**src/rtl/light_ctrl_pkg.sv**
```systemverilog
// light_ctrl_pkg: channel state encoding and the counter-width helper shared
// by the PIR/LDR light controller and its per-channel slice.
package light_ctrl_pkg;

   localparam logic [1:0] ST_OFF    = 2'd0;
   localparam logic [1:0] ST_IDLE   = 2'd1;
   localparam logic [1:0] ST_ACTIVE = 2'd2;
   localparam logic [1:0] ST_HOLD   = 2'd3;

   typedef enum logic [1:0] {
      S_OFF    = ST_OFF,
      S_IDLE   = ST_IDLE,
      S_ACTIVE = ST_ACTIVE,
      S_HOLD   = ST_HOLD
   } chan_state_t;

   // Bits needed to hold values 0..n-1; never less than one bit.
   function automatic int cnt_width(input int n);
      return (n <= 1) ? 1 : $clog2(n);
   endfunction

endpackage

```
**src/rtl/light_ctrl_chan.sv**
```systemverilog
// light_ctrl_chan: one PIR/LDR channel -- sensor synchronisers, the
// OFF/IDLE/ACTIVE/HOLD state machine, the hold-off counter and the
// registered LED / hold outputs.
module light_ctrl_chan
   import light_ctrl_pkg::*;
#(
   parameter int HOLD_CYCLES = 1000,
   parameter int SYNC_STAGES = 2
) (
   input  logic hclk,
   input  logic rst_n,
   input  logic en,
   input  logic pwm_hi,
   input  logic pir_in,
   input  logic ldr_in,
   output logic led_out,
   output logic hold_o
);

   localparam int              HW        = cnt_width(HOLD_CYCLES);
   localparam logic [HW-1:0]   HOLD_LOAD = HW'(HOLD_CYCLES - 1);

   logic [SYNC_STAGES-1:0] pir_sync;
   logic [SYNC_STAGES-1:0] ldr_sync;
   logic                   pir_s;
   logic                   ldr_s;
   logic                   live;
   chan_state_t            state_reg;
   chan_state_t            state_next;
   logic [HW-1:0]          hold_reg;
   logic [HW-1:0]          hold_next;
   logic                   led_next;

   assign pir_s = pir_sync[SYNC_STAGES-1];
   assign ldr_s = ldr_sync[SYNC_STAGES-1];
   // A channel may light only when globally enabled and the room is dark.
   assign live  = en & ldr_s;

   // Shift-register synchronisers for the asynchronous sensor pins.
   always_ff @(posedge hclk or negedge rst_n) begin
      if (!rst_n) begin
         pir_sync <= '0;
         ldr_sync <= '0;
      end else begin
         pir_sync <= {pir_sync[SYNC_STAGES-2:0], pir_in};
         ldr_sync <= {ldr_sync[SYNC_STAGES-2:0], ldr_in};
      end
   end

   // Next state and hold counter; losing darkness/enable wins over motion,
   // and motion wins over hold expiry.
   always_comb begin
      state_next = state_reg;
      hold_next  = hold_reg;
      case (state_reg)
         S_OFF: begin
            if (live) state_next = pir_s ? S_ACTIVE : S_IDLE;
         end
         S_IDLE: begin
            if (!live)      state_next = S_OFF;
            else if (pir_s) state_next = S_ACTIVE;
         end
         S_ACTIVE: begin
            if (!live) begin
               state_next = S_OFF;
            end else if (!pir_s) begin
               state_next = S_HOLD;
               hold_next  = HOLD_LOAD;
            end
         end
         S_HOLD: begin
            if (!live) begin
               state_next = S_OFF;
               hold_next  = '0;
            end else if (pir_s) begin
               state_next = S_ACTIVE;
               hold_next  = '0;
            end else if (hold_reg == '0) begin
               state_next = S_IDLE;
            end else begin
               hold_next  = hold_reg - HW'(1);
            end
         end
         default: begin
            state_next = S_OFF;
            hold_next  = '0;
         end
      endcase
   end

   // LED drive decoded from the current state: full on, idle dim, or dark.
   always_comb begin
      led_next = 1'b0;
      if (state_reg == S_ACTIVE || state_reg == S_HOLD) led_next = 1'b1;
      else if (state_reg == S_IDLE)                     led_next = pwm_hi;
   end

   // State, counter and output registers.
   always_ff @(posedge hclk or negedge rst_n) begin
      if (!rst_n) begin
         state_reg <= S_OFF;
         hold_reg  <= '0;
         led_out   <= 1'b0;
         hold_o    <= 1'b0;
      end else begin
         state_reg <= state_next;
         hold_reg  <= hold_next;
         led_out   <= led_next;
         hold_o    <= (state_reg == S_HOLD);
      end
   end

endmodule

```
**src/rtl/pir_ldr_light_ctrl.sv**
```systemverilog
// pir_ldr_light_ctrl: multi-channel occupancy / ambient-light LED controller.
// Holds the shared PWM timebase so every idle channel dims in phase, and one
// light_ctrl_chan per channel.
module pir_ldr_light_ctrl
   import light_ctrl_pkg::*;
#(
   parameter int CHANNELS    = 1,
   parameter int PWM_PERIOD  = 100,
   parameter int IDLE_DUTY   = 20,
   parameter int HOLD_CYCLES = 1000,
   parameter int SYNC_STAGES = 2
) (
   input  logic                hclk,
   input  logic                rst_n,
   input  logic                en,
   input  logic [CHANNELS-1:0] pir_in,
   input  logic [CHANNELS-1:0] LDR_in,
   output logic [CHANNELS-1:0] led_out,
   output logic [CHANNELS-1:0] hold_o
);

   localparam int            PW       = cnt_width(PWM_PERIOD);
   localparam logic [PW-1:0] PWM_LAST = PW'(PWM_PERIOD - 1);

   logic [PW-1:0] pwm_cnt;
   logic          pwm_hi;

   if (CHANNELS < 1) begin : g_bad_channels
      $error("CHANNELS must be at least 1");
   end
   if (PWM_PERIOD < 1) begin : g_bad_period
      $error("PWM_PERIOD must be at least 1");
   end
   if (IDLE_DUTY < 0 || IDLE_DUTY > PWM_PERIOD) begin : g_bad_duty
      $error("IDLE_DUTY must lie in 0..PWM_PERIOD");
   end
   if (HOLD_CYCLES < 1) begin : g_bad_hold
      $error("HOLD_CYCLES must be at least 1");
   end
   if (SYNC_STAGES < 2) begin : g_bad_sync
      $error("SYNC_STAGES must be at least 2");
   end

   // Free-running PWM timebase, 0..PWM_PERIOD-1.
   always_ff @(posedge hclk or negedge rst_n) begin
      if (!rst_n)                  pwm_cnt <= '0;
      else if (pwm_cnt == PWM_LAST) pwm_cnt <= '0;
      else                         pwm_cnt <= pwm_cnt + PW'(1);
   end

   // Duty 0 never matches; duty PWM_PERIOD always matches.
   assign pwm_hi = (32'(pwm_cnt) < IDLE_DUTY);

   genvar gi;
   for (gi = 0; gi < CHANNELS; gi++) begin : g_chan
      light_ctrl_chan #(
         .HOLD_CYCLES (HOLD_CYCLES),
         .SYNC_STAGES (SYNC_STAGES)
      ) u_chan (
         .hclk    (hclk),
         .rst_n   (rst_n),
         .en      (en),
         .pwm_hi  (pwm_hi),
         .pir_in  (pir_in[gi]),
         .ldr_in  (LDR_in[gi]),
         .led_out (led_out[gi]),
         .hold_o  (hold_o[gi])
      );
   end

endmodule
```
**config.mk**
```make
export PLATFORM = sky130hd
export DESIGN_NAME = pir_ldr_light_ctrl
export DESIGN_NICKNAME = d
export VERILOG_FILES = /design/src/rtl/light_ctrl_pkg.sv /design/src/rtl/light_ctrl_chan.sv /design/src/rtl/pir_ldr_light_ctrl.sv
export SDC_FILE = /design/constraint.sdc
export NUM_CORES = 1
export LEC_CHECK = 0
export CAP_MARGIN = 20
export CORE_ASPECT_RATIO = 0.8
export CORE_UTILIZATION = 55
export CTS_CLUSTER_SIZE = 20
export DETAILED_ROUTE_END_ITERATION = 10
export DONT_BUFFER_PORTS = 1
export PLACE_DENSITY = 0.72
export SLEW_MARGIN = 20
export SYNTH_ARGS = -nofsm -noshare
export SYNTH_HDL_FRONTEND = slang
export SYNTH_SLANG_ARGS = --single-unit
```
**constraint.sdc**
```tcl
create_clock -name hclk -period 2.6 [get_ports hclk]
set_input_delay 0.39 -clock hclk [delete_from_list [all_inputs] [get_ports hclk]]
set_output_delay 0.39 -clock hclk [all_outputs]
set_load 0.02 [all_outputs]
```
==> flow_summary.toml, run 1 <==
[die]
start_util_pct = 61.65
top_level_ports = 7
dieHeight_um = 44.32
rows = 14
dieArea_sq_um = 2433
die_x_um = 54.90
coreArea_sq_um = 1997

[pwr]
report.power.total_uw = 820.1
powerDensity_nw_per_um2 = 638.2
ir_worst_vdd_v = 0.0004705
power.leakage_nw = 0.5250

[clock_network]
cts_tree = "built"
cts_sinks = 25
cts_resized = 0
clock_latency_ps = 330
cts_max_level = 1
cts-root-buf = "clkbuf_4"
clk_pin_slew_ps = 130
cts_hold_buf = 1
cts_max_path_buffers = 2
cts_buffers = 3
post-cts-setup-buffers = 0

[logic_synthesis]
avgSynthCellArea_sq_um = 10.43
ys_async_sr_fraction_pct = 100.0
synthAdderAreaFrac_pct = 2.033
synth.ff_latch_count = 25
synth_mux_area_share_pct = 0.8130
syn_inst = 118
yosysSeqAreaShare_pct = 50.81
yosys.area_share.simple_pct = 23.68
synth_top_family_by_area = "simple AND/OR/NAND/NOR gates"
synth_xor_area_share_pct = 2.846
synth_edf_count = 0
netlist_area_sq_um = 1231
syn_nets = 125
yosys_warnings = 0
synthFlopType = "dfrtp_1"
synth_compound_area_share_pct = 17.68
synth_cell_types = 41

[setup_path]
critPathBufInv = 1
worstPathCellList = "inv_1, ha_1, or3b_4, nor4_4, nor2_2, o221a_1"
max_stage_delay_ps = 440
r2r-start = "g_chan[0].u_chan.hold_reg[0]$_DFFE_PN0P_"
crit_slowest_cell = "dfrtp_1"
critPathMaxFanout = 6
worstSetupEndpointType = "flop"
arrival_ps = 2260
path_class = "reg2reg"
critPathLaunchType = "flop"
r2r_cells = 6
critical-path-top-delay-family = "simple AND/OR/NAND/NOR gates"
cp.required_ps = 2840
r2r_end = "g_chan[0].u_chan.hold_reg[7]$_DFFE_PN0P_"
rrSetupSlack_ps = 570

[global_route]
grt-busiest-layer = "met1"
grt_antenna_before_repair = 0
grt_util_met3_pct = 7.216
grtUsageTotal_pct = 23.95
grt_pass1_wl_mm = 4.022
grt_pass1_vias = 892
grt_max_degree = 26
use_met2_pct = 33.01
met1_usage_pct = 36.14
grt-ovfl-total = 0

[timing]
timing.final.ws_setup_ps = 572.5
worstMarginPinSlew_ps = 626.8
fin_tns_setup_ps = 0
relSlewSlack_pct = 57.86
maxSlewViolCount = 0
final_hold_viol_count = 0
post-route-min-period_ps = 2027
rsz0062_at_grt = "false"
max_freq_ghz = 0.4932
post-route-period-util_pct = 77.98
setup_viol = 0
finClkSkew_ps = 17.73

[finish]
insertedDiodeCount = 0
largest_reg_flops = 10
postLayoutCoreUtil_pct = 64.35
regArea_sq_um = 625.6
fill_cells = 163
final_nets = 129
drive_gt1_share_pct = 10.74
area_growth_pct = 4.370
multi_input_area_sq_um = 579.3

[route]
first_iter_violations = 42
avgRoutedWirePerCell_um = 16.46
wl_mm = 2.387
viasPerCell = 6.703
drc = 0
vias = 972
ant_nets = 0
detail_route.first_pass.iterations = 4

[placed_design]
hpwl_mm = 1.698
portBuffers = 0
place_ws_ps = 578.2
routabilityCongestion = 0.8954

[job]
maxCapViolCount = 0

[worst_hold_path]
timing.hold.worst.class = "in2async"

[status]
status = "complete, no violations"
[layout by cell type, fill, tap and decap left out, drive strengths merged, types with 3 or more instances in the layout]
| cell type | Yosys | final |
|---|---|---|
| a31oi | 4 | 4 |
| nor2 | 13 | 13 |
| nand3 | 7 | 7 |
| dfrtp | 25 | 25 |
| o22a | 4 | 4 |
| clkbuf | 2 | 4 |
| nand4 | 3 | 3 |
| nor3 | 6 | 6 |
| inv | 4 | 4 |
| nand2 | 6 | 6 |
| a21oi | 8 | 8 |
| nor4 | 4 | 4 |
| xnor2 | 3 | 3 |
[cell usage after synthesis (2+ instances only)]
cell type  count  area share [%]
dfrtp_1       25              51
nor2_1        12             3.7
a21oi_1        8             3.3
nand3_1        7             2.8
nand2_1        6             1.8
nor3_1         6             2.4
a31oi_1        4             2.0
o22a_1         4             2.8
inv_1          3            0.91
nand4_1        3             1.5
xnor2_1        3             2.1
clkbuf_1       2            0.61
ha_1           2             2.0
nand4b_1       2             1.4
nor4_1         2             1.0
o211ai_1       2             1.2
o221a_1        2             1.8
o31ai_1        2             1.2
[layout make-up]
type / count / share of cell area [%]
clock buffer: 4 / 2.045
multi-input combinational: 86 / 45.08
timing repair buffer: 1 / 0.3895
inverter: 5 / 1.461
tap: 24 / 2.337
sequential: 25 / 48.69
[layer usage]
metal | wire length, um | up-vias
li1 | - | 457
met1 | 1185 | 471
met2 | 986 | 37
met3 | 170 | 7
met4 | 44 | 0
met5 | 0 | -
[how the worst max path moves through the flow]
stage / to / start / slack (ps) / cells after the start
2_1_floorplan: g_chan[0].u_chan.hold_reg[7]$_DFFE_PN0P_ / g_chan[0].u_chan.hold_reg[0]$_DFFE_PN0P_ / 740 / 6
3_3_place_gp: g_chan[0].u_chan.hold_reg[7]$_DFFE_PN0P_ / g_chan[0].u_chan.hold_reg[0]$_DFFE_PN0P_ / 660 / 6
3_5_place_dp: g_chan[0].u_chan.hold_reg[7]$_DFFE_PN0P_ / g_chan[0].u_chan.hold_reg[0]$_DFFE_PN0P_ / 580 / 6
4_1_cts: g_chan[0].u_chan.hold_reg[7]$_DFFE_PN0P_ / g_chan[0].u_chan.hold_reg[0]$_DFFE_PN0P_ / 580 / 6
5_1_grt: g_chan[0].u_chan.hold_reg[7]$_DFFE_PN0P_ / g_chan[0].u_chan.hold_reg[0]$_DFFE_PN0P_ / 450 / 6
6_report: g_chan[0].u_chan.hold_reg[7]$_DFFE_PN0P_ / g_chan[0].u_chan.hold_reg[0]$_DFFE_PN0P_ / 570 / 6
[report_power, final]
group / total (mW) / internal [mW] / switching [mW]
logic: 0.145 / 0.0692 / 0.0759
registers: 0.503 / 0.431 / 0.0719
clock network: 0.172 / 0.0603 / 0.112
total: 0.820 / 0.561 / 0.259
[metrics by stage]
step                      instances  hold WS [ps]  cell area [sq um]
final                           145         9.246               1285
after global routing            145         54.06               1285
after CTS                       145         79.95               1290
after detailed placement        140         94.92               1254
after global placement          140         94.86               1254
after floorplan                 118         94.41               1231
[worst register-to-register path, cell delays in order (launching register included)]
cell and delay [ps]:
dfrtp_1 440, inv_1 70, ha_1 190, or3b_4 420, nor4_4 420, nor2_2 140
o221a_1 270
[cells by family after synthesis]
logic type,after synthesis
multiplexers,1
AO/OA/AOI/OAI,30
AND/OR/NAND/NOR,49
XOR/XNOR,4
buffers and inverters,7
adder cells (fa/ha/maj),2
flip-flops,25
No activity file was read; power rests on OpenSTA's default activity.
==> run 2, diff against run 1 <==
Clock period 2.6 ns to 2.13 ns, I/O delays scaled along.
==> flow_summary.toml, run 2 (synthesized netlist as in run 1, its figures left out) <==
[status]
status = "finished, violations left"
violations = "hold timing"

[die]
rows = 14
dieArea_sq_um = 2433
die_x_um = 54.90
top_level_ports = 7
coreArea_sq_um = 1997
start_util_pct = 61.65
dieHeight_um = 44.32

[placed_design]
hpwl_mm = 1.778
portBuffers = 0
routabilityCongestion = 0.8824

[route]
detail_route.first_pass.iterations = 4
vias = 993
viasPerCell = 6.664
ant_nets = 0
avgRoutedWirePerCell_um = 17.01
wl_mm = 2.535
drc = 0
first_iter_violations = 43

[global_route]
grt_pass1_vias = 912
grtUsageTotal_pct = 24.98
grt-ovfl-total = 0
grt_antenna_before_repair = 0
grt_pass1_wl_mm = 4.215
grt_max_degree = 26

[setup_path]
critPathMaxFanout = 5
worstSetupEndpointType = "flop"
path_class = "reg2reg"
critPathLaunchType = "flop"
arrival_ps = 2190
cp.required_ps = 2360
rrSetupSlack_ps = 170

[finish]
regArea_sq_um = 625.6
final_common_cell = "dfrtp_1"
drive_gt1_share_pct = 13.60
final_nets = 133
final_cell_mix = "dfrtp_1, nor2_1, a21oi_1, nand3_1"
fill_cells = 163
insertedDiodeCount = 0
multi_input_area_sq_um = 579.3
largest_reg_flops = 10
postLayoutCoreUtil_pct = 65.85
area_growth_pct = 6.809

[timing]
final_hold_viol_count = 25
post-route-period-util_pct = 92.04
max_freq_ghz = 0.5101
post-route-min-period_ps = 1961
worstMarginPinSlew_ps = 655.7
fin_tns_setup_ps = 0
setup_viol = 0
maxSlewViolCount = 0
relSlewSlack_pct = 55.92
finClkSkew_ps = 22.36
hold-worst-slack_ps = -51.08
rsz0062_at_grt = "false"

[clock_network]
cts_max_level = 1
clock_latency_ps = 320
clk_pin_slew_ps = 140
cts_max_path_buffers = 2
cts_tree = "built"
cts-root-buf = "clkbuf_4"
cts_buffers = 3
cts_sinks = 25
cts_resized = 0

[pwr]
powerDensity_nw_per_um2 = 765.0
pwr-share-seq_pct = 60.7
power.internal_uw = 690.4
power.leakage_nw = 0.5456
p_sw_uw = 315.6
report.power.total_mw = 1.006
ir_worst_vdd_v = 0.0007095
pwr-share-clk_pct = 20.4
sw_frac_of_total_pct = 31.37
power_frac_comb_pct = 18.9

[worst_hold_path]
timing.hold.worst.class = "in2async"

[job]
maxCapViolCount = 0
run 2: worst paths after layout:
check                                                         startpoint                                        to  depth (start not counted)
worst max register to register  g_chan[0].u_chan.hold_reg[0]$_DFFE_PN0P_  g_chan[0].u_chan.hold_reg[6]$_DFFE_PN0P_                          7
worst max-delay path            g_chan[0].u_chan.hold_reg[0]$_DFFE_PN0P_  g_chan[0].u_chan.hold_reg[6]$_DFFE_PN0P_                          7
worst min-delay path                                               rst_n                      pwm_cnt[6]$_DFF_PN0_                          1
worst min register to register    g_chan[0].u_chan.ldr_sync[0]$_DFF_PN0_    g_chan[0].u_chan.ldr_sync[1]$_DFF_PN0_                          0
max in group asynchronous                                          rst_n  g_chan[0].u_chan.hold_reg[0]$_DFFE_PN0P_                          1
min in group hclk                                                 pir_in    g_chan[0].u_chan.pir_sync[0]$_DFF_PN0_                          0
run 2: layer usage:
layer / wire [um] / part of all wire, % / vias to the layer above / GRT usage, %
met1: 1242 / 49 / 483 / 37.42
met5: 0 / 0 / - / 0
met2: 1095 / 43 / 42 / 34.22
li1: - / - / 464 / -
met3: 169 / 6.7 / 4 / 7.560
met4: 27 / 1.1 / 0 / 8.500
run 2: cell type report:
cell class | count | share of cell area [%]
flip-flops and latches | 25 | 47.57
multi-input cells | 86 | 44.05
repair buffers | 5 | 2.664
well taps | 24 | 2.284
clock buffers | 4 | 1.998
inverters | 5 | 1.427
run 2: power groups by stage:
stage | registers [mW] | logic, mW | clock network, mW
6_report | 0.611 | 0.190 | 0.205
3_3_place_gp | 0.614 | 0.168 | 0
3_5_place_dp | 0.618 | 0.177 | 0
5_1_grt | 0.618 | 0.208 | 0.225
2_1_floorplan | 0.591 | 0.151 | 0
4_1_cts | 0.608 | 0.188 | 0.213
run 2: stage by stage:
stage / cell area [sq um] / cells / hold slack [ps] / setup WS, ps
finish: 1315 / 149 / -51.08 / 169.4
global route: 1315 / 149 / 1.686 / 82.46
CTS: 1305 / 147 / 16.89 / 61.94
detailed placement: 1269 / 142 / 24.40 / 62.45
global placement: 1269 / 142 / 24.38 / 193.0
floorplan: 1231 / 118 / 23.91 / 268.4
run 2: timing repair:
action                                 4_1_cts  5_1_grt
hold buffers                                 1        0
setup endpoints to repair                    0        6
setup buffers                                0        2
endpoints found under the hold margin       25        0
run 2: worst max-delay path: stages, from the launching register on:
cell and delay (ps):
dfrtp_1 440, inv_1 80, ha_1 200, or3b_4 420, nor4_4 320, buf_4 180
nor3_1 50, o22a_1 190
